[src/rtl/fsgn_issue_if.sv]
// Handshake bundle for the FP sign-injection issue stage: decode side, fsgnj unit side and
// writeback side. The slave modport is the issue stage; the master modport is its environment.
interface fsgn_issue_if #(
  parameter int unsigned RDW = 5
);
  logic           in_valid;
  logic           in_ready;
  logic [2:0]     in_funct3;
  logic [RDW-1:0] in_rd;
  logic [31:0]    in_rs1;
  logic [31:0]    in_rs2;
  logic [31:0]    sgn_a;
  logic [31:0]    sgn_b;
  logic [31:0]    sgn_c;
  logic           out_valid;
  logic           out_ready;
  logic [RDW-1:0] out_rd;
  logic [31:0]    out_data;
  logic           out_illegal;

  modport master (
    output in_valid, in_funct3, in_rd, in_rs1, in_rs2, sgn_c, out_ready,
    input  in_ready, sgn_a, sgn_b, out_valid, out_rd, out_data, out_illegal
  );

  modport slave (
    input  in_valid, in_funct3, in_rd, in_rs1, in_rs2, sgn_c, out_ready,
    output in_ready, sgn_a, sgn_b, out_valid, out_rd, out_data, out_illegal
  );
endinterface

[src/rtl/fsgn_issue_stage.sv]
// Op queue plus result register around a single fsgnj unit (c = {b[31], a[30:0]}).
// Operand b is pre-conditioned per funct3 so the same unit also serves fsgnjn and fsgnjx.
module fsgn_issue_stage #(
  parameter int unsigned DEPTH = 4,
  parameter int unsigned RDW   = 5
) (
  input logic        clk,
  input logic        rst,
  input logic        flush,
  fsgn_issue_if.slave bus
);
  localparam int unsigned PW = $clog2(DEPTH);
  localparam int unsigned CW = PW + 1;

  logic [2:0]     f3_mem  [DEPTH];
  logic [RDW-1:0] rd_mem  [DEPTH];
  logic [31:0]    rs1_mem [DEPTH];
  logic [31:0]    rs2_mem [DEPTH];

  logic [PW-1:0]  wr_ptr_q, wr_ptr_d;
  logic [PW-1:0]  rd_ptr_q, rd_ptr_d;
  logic [CW-1:0]  count_q, count_d;

  logic           out_valid_q;
  logic [RDW-1:0] out_rd_q;
  logic [31:0]    out_data_q;
  logic           out_illegal_q;

  logic           empty, full, push, pop;
  logic [2:0]     head_f3;
  logic [31:0]    head_rs1, head_rs2;
  logic           head_illegal;
  logic [31:0]    sgn_a, sgn_b;

  assign empty = (count_q == '0);
  assign full  = (count_q == CW'(DEPTH));

  // in_ready depends only on registered count, never on out_ready.
  assign push = bus.in_valid && !full && !flush;
  assign pop  = !empty && (!out_valid_q || bus.out_ready) && !flush;

  assign head_f3  = f3_mem[rd_ptr_q];
  assign head_rs1 = rs1_mem[rd_ptr_q];
  assign head_rs2 = rs2_mem[rd_ptr_q];

  always_comb begin
    sgn_a        = '0;
    sgn_b        = '0;
    head_illegal = 1'b0;
    if (!empty) begin
      sgn_a = head_rs1;
      case (head_f3)
        3'b000:  sgn_b = head_rs2;
        3'b001:  sgn_b = {~head_rs2[31], head_rs2[30:0]};
        3'b010:  sgn_b = {head_rs1[31] ^ head_rs2[31], head_rs2[30:0]};
        default: begin
          // b = rs1 makes the unit pass rs1 through unchanged.
          sgn_b        = head_rs1;
          head_illegal = 1'b1;
        end
      endcase
    end
  end

  always_comb begin
    wr_ptr_d = wr_ptr_q;
    rd_ptr_d = rd_ptr_q;
    count_d  = count_q;
    if (flush) begin
      wr_ptr_d = '0;
      rd_ptr_d = '0;
      count_d  = '0;
    end else begin
      if (push) wr_ptr_d = wr_ptr_q + PW'(1);
      if (pop)  rd_ptr_d = rd_ptr_q + PW'(1);
      case ({push, pop})
        2'b10:   count_d = count_q + CW'(1);
        2'b01:   count_d = count_q - CW'(1);
        default: count_d = count_q;
      endcase
    end
  end

  always_ff @(posedge clk) begin
    if (push) begin
      f3_mem[wr_ptr_q]  <= bus.in_funct3;
      rd_mem[wr_ptr_q]  <= bus.in_rd;
      rs1_mem[wr_ptr_q] <= bus.in_rs1;
      rs2_mem[wr_ptr_q] <= bus.in_rs2;
    end
  end

  always_ff @(posedge clk or posedge rst) begin
    if (rst) begin
      wr_ptr_q <= '0;
      rd_ptr_q <= '0;
      count_q  <= '0;
    end else begin
      wr_ptr_q <= wr_ptr_d;
      rd_ptr_q <= rd_ptr_d;
      count_q  <= count_d;
    end
  end

  always_ff @(posedge clk or posedge rst) begin
    if (rst) begin
      out_valid_q   <= 1'b0;
      out_rd_q      <= '0;
      out_data_q    <= '0;
      out_illegal_q <= 1'b0;
    end else if (flush) begin
      out_valid_q <= 1'b0;
    end else if (pop) begin
      out_valid_q   <= 1'b1;
      out_rd_q      <= rd_mem[rd_ptr_q];
      out_data_q    <= bus.sgn_c;
      out_illegal_q <= head_illegal;
    end else if (bus.out_ready) begin
      out_valid_q <= 1'b0;
    end
  end

  assign bus.in_ready    = !full;
  assign bus.sgn_a       = sgn_a;
  assign bus.sgn_b       = sgn_b;
  assign bus.out_valid   = out_valid_q;
  assign bus.out_rd      = out_rd_q;
  assign bus.out_data    = out_data_q;
  assign bus.out_illegal = out_illegal_q;
endmodule

[src/flat_wrapper.sv]
// flat-port wrapper written by rule: the top's interface ports become plain ports
module fsgn_issue_stage_flat 
#(
  parameter int unsigned DEPTH = 4,
  parameter int unsigned RDW   = 5
)
  (clk, rst, flush, bus_in_valid, bus_in_funct3, bus_in_rd, bus_in_rs1, bus_in_rs2, bus_sgn_c, bus_out_ready, bus_in_ready, bus_sgn_a, bus_sgn_b, bus_out_valid, bus_out_rd, bus_out_data, bus_out_illegal);
  fsgn_issue_if #(.RDW(RDW)) bus_i ();
  input logic clk;
  input logic rst;
  input logic flush;
  input wire logic [$bits(bus_i.in_valid)-1:0] bus_in_valid;
  input wire logic [$bits(bus_i.in_funct3)-1:0] bus_in_funct3;
  input wire logic [$bits(bus_i.in_rd)-1:0] bus_in_rd;
  input wire logic [$bits(bus_i.in_rs1)-1:0] bus_in_rs1;
  input wire logic [$bits(bus_i.in_rs2)-1:0] bus_in_rs2;
  input wire logic [$bits(bus_i.sgn_c)-1:0] bus_sgn_c;
  input wire logic [$bits(bus_i.out_ready)-1:0] bus_out_ready;
  output wire logic [$bits(bus_i.in_ready)-1:0] bus_in_ready;
  output wire logic [$bits(bus_i.sgn_a)-1:0] bus_sgn_a;
  output wire logic [$bits(bus_i.sgn_b)-1:0] bus_sgn_b;
  output wire logic [$bits(bus_i.out_valid)-1:0] bus_out_valid;
  output wire logic [$bits(bus_i.out_rd)-1:0] bus_out_rd;
  output wire logic [$bits(bus_i.out_data)-1:0] bus_out_data;
  output wire logic [$bits(bus_i.out_illegal)-1:0] bus_out_illegal;
  assign bus_i.in_valid = bus_in_valid;
  assign bus_i.in_funct3 = bus_in_funct3;
  assign bus_i.in_rd = bus_in_rd;
  assign bus_i.in_rs1 = bus_in_rs1;
  assign bus_i.in_rs2 = bus_in_rs2;
  assign bus_i.sgn_c = bus_sgn_c;
  assign bus_i.out_ready = bus_out_ready;
  assign bus_in_ready = bus_i.in_ready;
  assign bus_sgn_a = bus_i.sgn_a;
  assign bus_sgn_b = bus_i.sgn_b;
  assign bus_out_valid = bus_i.out_valid;
  assign bus_out_rd = bus_i.out_rd;
  assign bus_out_data = bus_i.out_data;
  assign bus_out_illegal = bus_i.out_illegal;
  fsgn_issue_stage #(.DEPTH(DEPTH), .RDW(RDW)) u_core (.clk(clk), .rst(rst), .flush(flush), .bus(bus_i));
endmodule
[config.mk]
export PLATFORM = sky130hd
export DESIGN_NAME = fsgn_issue_stage_flat
export DESIGN_NICKNAME = d
export VERILOG_FILES = /design/src/rtl/fsgn_issue_if.sv /design/src/rtl/fsgn_issue_stage.sv /design/src/flat_wrapper.sv
export SDC_FILE = /design/constraint.sdc
export NUM_CORES = 1
export LEC_CHECK = 0
export CAP_MARGIN = 20
export CORE_ASPECT_RATIO = 0.7
export CORE_UTILIZATION = 40
export CTS_CLUSTER_DIAMETER = 50
export DETAILED_ROUTE_END_ITERATION = 12
export PLACE_DENSITY = 0.76
export RECOVER_POWER = 100
export REMOVE_ABC_BUFFERS = 1
export SLEW_MARGIN = 20
export SYNTH_ARGS = -nofsm -noshare
export SYNTH_HDL_FRONTEND = slang
export SYNTH_SLANG_ARGS = --single-unit
[constraint.sdc]
create_clock -name clk -period 3.5 [get_ports clk]
set_clock_uncertainty 0.2 [all_clocks]
set_input_delay 0.7 -clock clk [delete_from_list [all_inputs] [get_ports clk]]
set_output_delay 0.7 -clock clk [all_outputs]
set_load 0.005 [all_outputs]
==> qor.csv <==
metric,value,unit
Crit Path Class,reg -> out,
drt drc,0,
GR Overflow Total,0,
cell row count,54,
Final Hold Violating Endpoints,0,
worst min path class,reg -> reg,
CORE AREA,31600,um2
IO Count,213,
Cells after Synth,661,
initial antenna violation count,7,
GRT Total Usage,18.3,%
Overall Power,13.8,mW
share of the synthesized area in the top cell type,66.3,%
width of the die,218,um
register area,9810,um2
Synth cell types,33,
CP endpoint kind,output port,
Max-cap violations,0,
Rel. slew slack,5.17,%
wire per inst,22.0,um
placed insts,1288,
share of cells above drive strength 1,27.7,%
Port Buf Inserts,212,
maximum VDD drop,0.432,mV
Die Span Y,153,um
Post-synth ARST share,13.8,%
Num CTS Buffers,36,
Yosys warning total,0,
Hold WS,0.297,ns
Setup TNS,0,ns
# hold bufs at CTS,0,
minimum clock period after layout,3.49,ns
H-Tree Depth,2,
CTS root buf,clkbuf_16,
Top Usage Layer GRT,met2,
Post-synth top flop,edfxtp_1,
Tcrit/Tclk final,99.6,%
Max Slew Vio Count,0,
Initial DRC Count,629,
Layout fillers,2476,
first-pass GRT wire length,45600,um
Synth Area per Inst,19.7,um2
routing usage on met3,4.36,%
count of non-filler cells in the finished layout,1387,
multi-input logic area,3110,um2
NumNets Final,1052,
fmax,287,MHz
Worst setup SP type,flip-flop,
vias in the first global route,7419,
worst-margin pin slew,1.42,ns
DIE AREA,33400,um2
Worst-Skew Late Latency,0.51,ns
setup ws final,0.0132,ns
TritonCTS Sinks,334,
final setup violation count,0,
Synth-to-Final Area Change,32.3,%
most frequent cell after synthesis,edfxtp_1,
CTS tree,built,
M1 GR Usage,25.4,%
Synth top cells by count,"288 x edfxtp_1, 73 x mux4_2, 64 x nand2_1, 46 x dfrtp_1",
vias after detailed routing,7210,
Leak,6.06,nW
sequential share of the synthesized area,75.1,%
clk slew on worst S/H paths,0.06,ns
WL final,30500,um
dpl hpwl,18700,um
CP Data Required Time,2.60,ns
"flops & latches, synth",334,
CP max FO,7,
RSZ-0062 raised after global routing,yes,
gpl congestion,0.759,
largest net degree at the start of global routing,44,
GRT met2 Usage,28.9,%
Post-Syn Area,13100,um2
Antenna Nets Post-Route,0,
arrival time of the worst setup path,2.59,ns
initial core utilization,41.3,%
PwrDens,798,nW/um2
Synth area leaders,"edfxtp_1 66%, mux4_2 13%, dfrtp_1 8.8%",
1st-pass router iterations,5,
dpl ws,0.215,ns
largest area contributor in the netlist,edfxtp_1,
CTS max path bufs,3,
status,completed,
number of synthesized flops with an enable pin,288,
via/cell ratio,5.20,
critical path: stages (launching register included):
cell	delay [ns]
dfrtp_4	0.49
mux4_2	0.60
buf_4	0.18
or2_2	0.29
o211ai_1	0.25
o31ai_2	0.13
clkbuf_2	0.15
state kept, by name, summed over array words and instances, names as in the netlist, 3 cells and up:
| name | count |
|---|---|
| u_core.rs1_mem | 128 |
| u_core.count_q | 3 |
| u_core.rd_mem | 20 |
| u_core.f3_mem | 12 |
| u_core.bus.out_rd | 5 |
| u_core.rs2_mem | 128 |
| u_core.bus.out_data | 32 |
final timing paths:
path / startpoint / end / slack [ns] / cells past startpoint
setup / recovery: u_core.rd_ptr_q[0] / bus_sgn_b[31] / 0.01 / 6
hold / removal: u_core.bus.out_data[1] / u_core.bus.out_data[1] / 0.30 / 1
setup reg to reg: u_core.count_q[0] / u_core.rs2_mem[2][29] / 0.32 / 6
hold reg to reg: u_core.bus.out_data[1] / u_core.bus.out_data[1] / 0.30 / 1
max in group asynchronous: rst / u_core.bus.out_data[12] / 0.96 / 3
min in group asynchronous: rst / u_core.bus.out_rd[2] / 0.83 / 2
layout make-up:
type                       instances  share of cell area [%]
antenna                            6                  0.0870
clock buffer                      44                    5.51
clock inverter                    17                   0.913
inverter                           5                   0.109
multi-input combinational        288                    18.0
sequential                       334                    56.8
tap                              420                    3.04
timing repair buffer             273                    15.5
cells in the final DEF, fill, tap and decap left out, types with 15 or more instances in the layout:
| master | instances |
|---|---|
| clkdlybuf4s50_1 | 58 |
| nand2_1 | 61 |
| clkbuf_16 | 40 |
| and2_1 | 33 |
| edfxtp_1 | 288 |
| dlygate4sd3_1 | 113 |
| buf_4 | 29 |
| a21oi_2 | 15 |
| clkbuf_2 | 19 |
| mux2_2 | 37 |
| a21oi_1 | 23 |
| mux4_2 | 73 |
| dfrtp_1 | 44 |
per-layer routing:
| metal | up-vias | wire length (um) |
|---|---|---|
| met2 | 251 | 14400 |
| li1 | 3183 | - |
| met5 | - | 22 |
| met1 | 3722 | 13400 |
| met3 | 50 | 2150 |
| met4 | 4 | 562 |
kinds of logic (layout without fill, tap and decap cells):
family	after synthesis	count (layout)	synth area share [%]
and+or+nand+nor	124	124	4.59
adders and majority gates	5	5	0.537
buffers and inverters	39	339	1.56
other	0	6	0
DFF	334	334	75.1
AOI/OAI and AO/OA	46	46	2.23
xor gates and xnor gates	3	3	0.201
muxes	110	110	15.8
repair_timing:
action                     CTS  global route
setup endpoints to repair   62            63
gates cloned                 3             3
pin swaps                    3             2
buffers inserted            15            13
gates resized for setup     84            53
stage by stage:
stage / area, um2 / utilization, %
6_report: 17300 / 54.6
3_3_place_gp: 15900 / 50.2
4_1_cts: 17200 / 54.4
5_1_grt: 17300 / 54.6
3_5_place_dp: 15900 / 50.2
2_1_floorplan: 12900 / -
power breakdown:
group	total (mW)	leakage, nW	internal [mW]	switching (mW)
Clock	3.62	0.538	2.10	1.52
Sequential	5.07	3.16	4.85	0.219
Combinational	5.08	2.36	2.72	2.36
(Power assumes the default switching activity.)
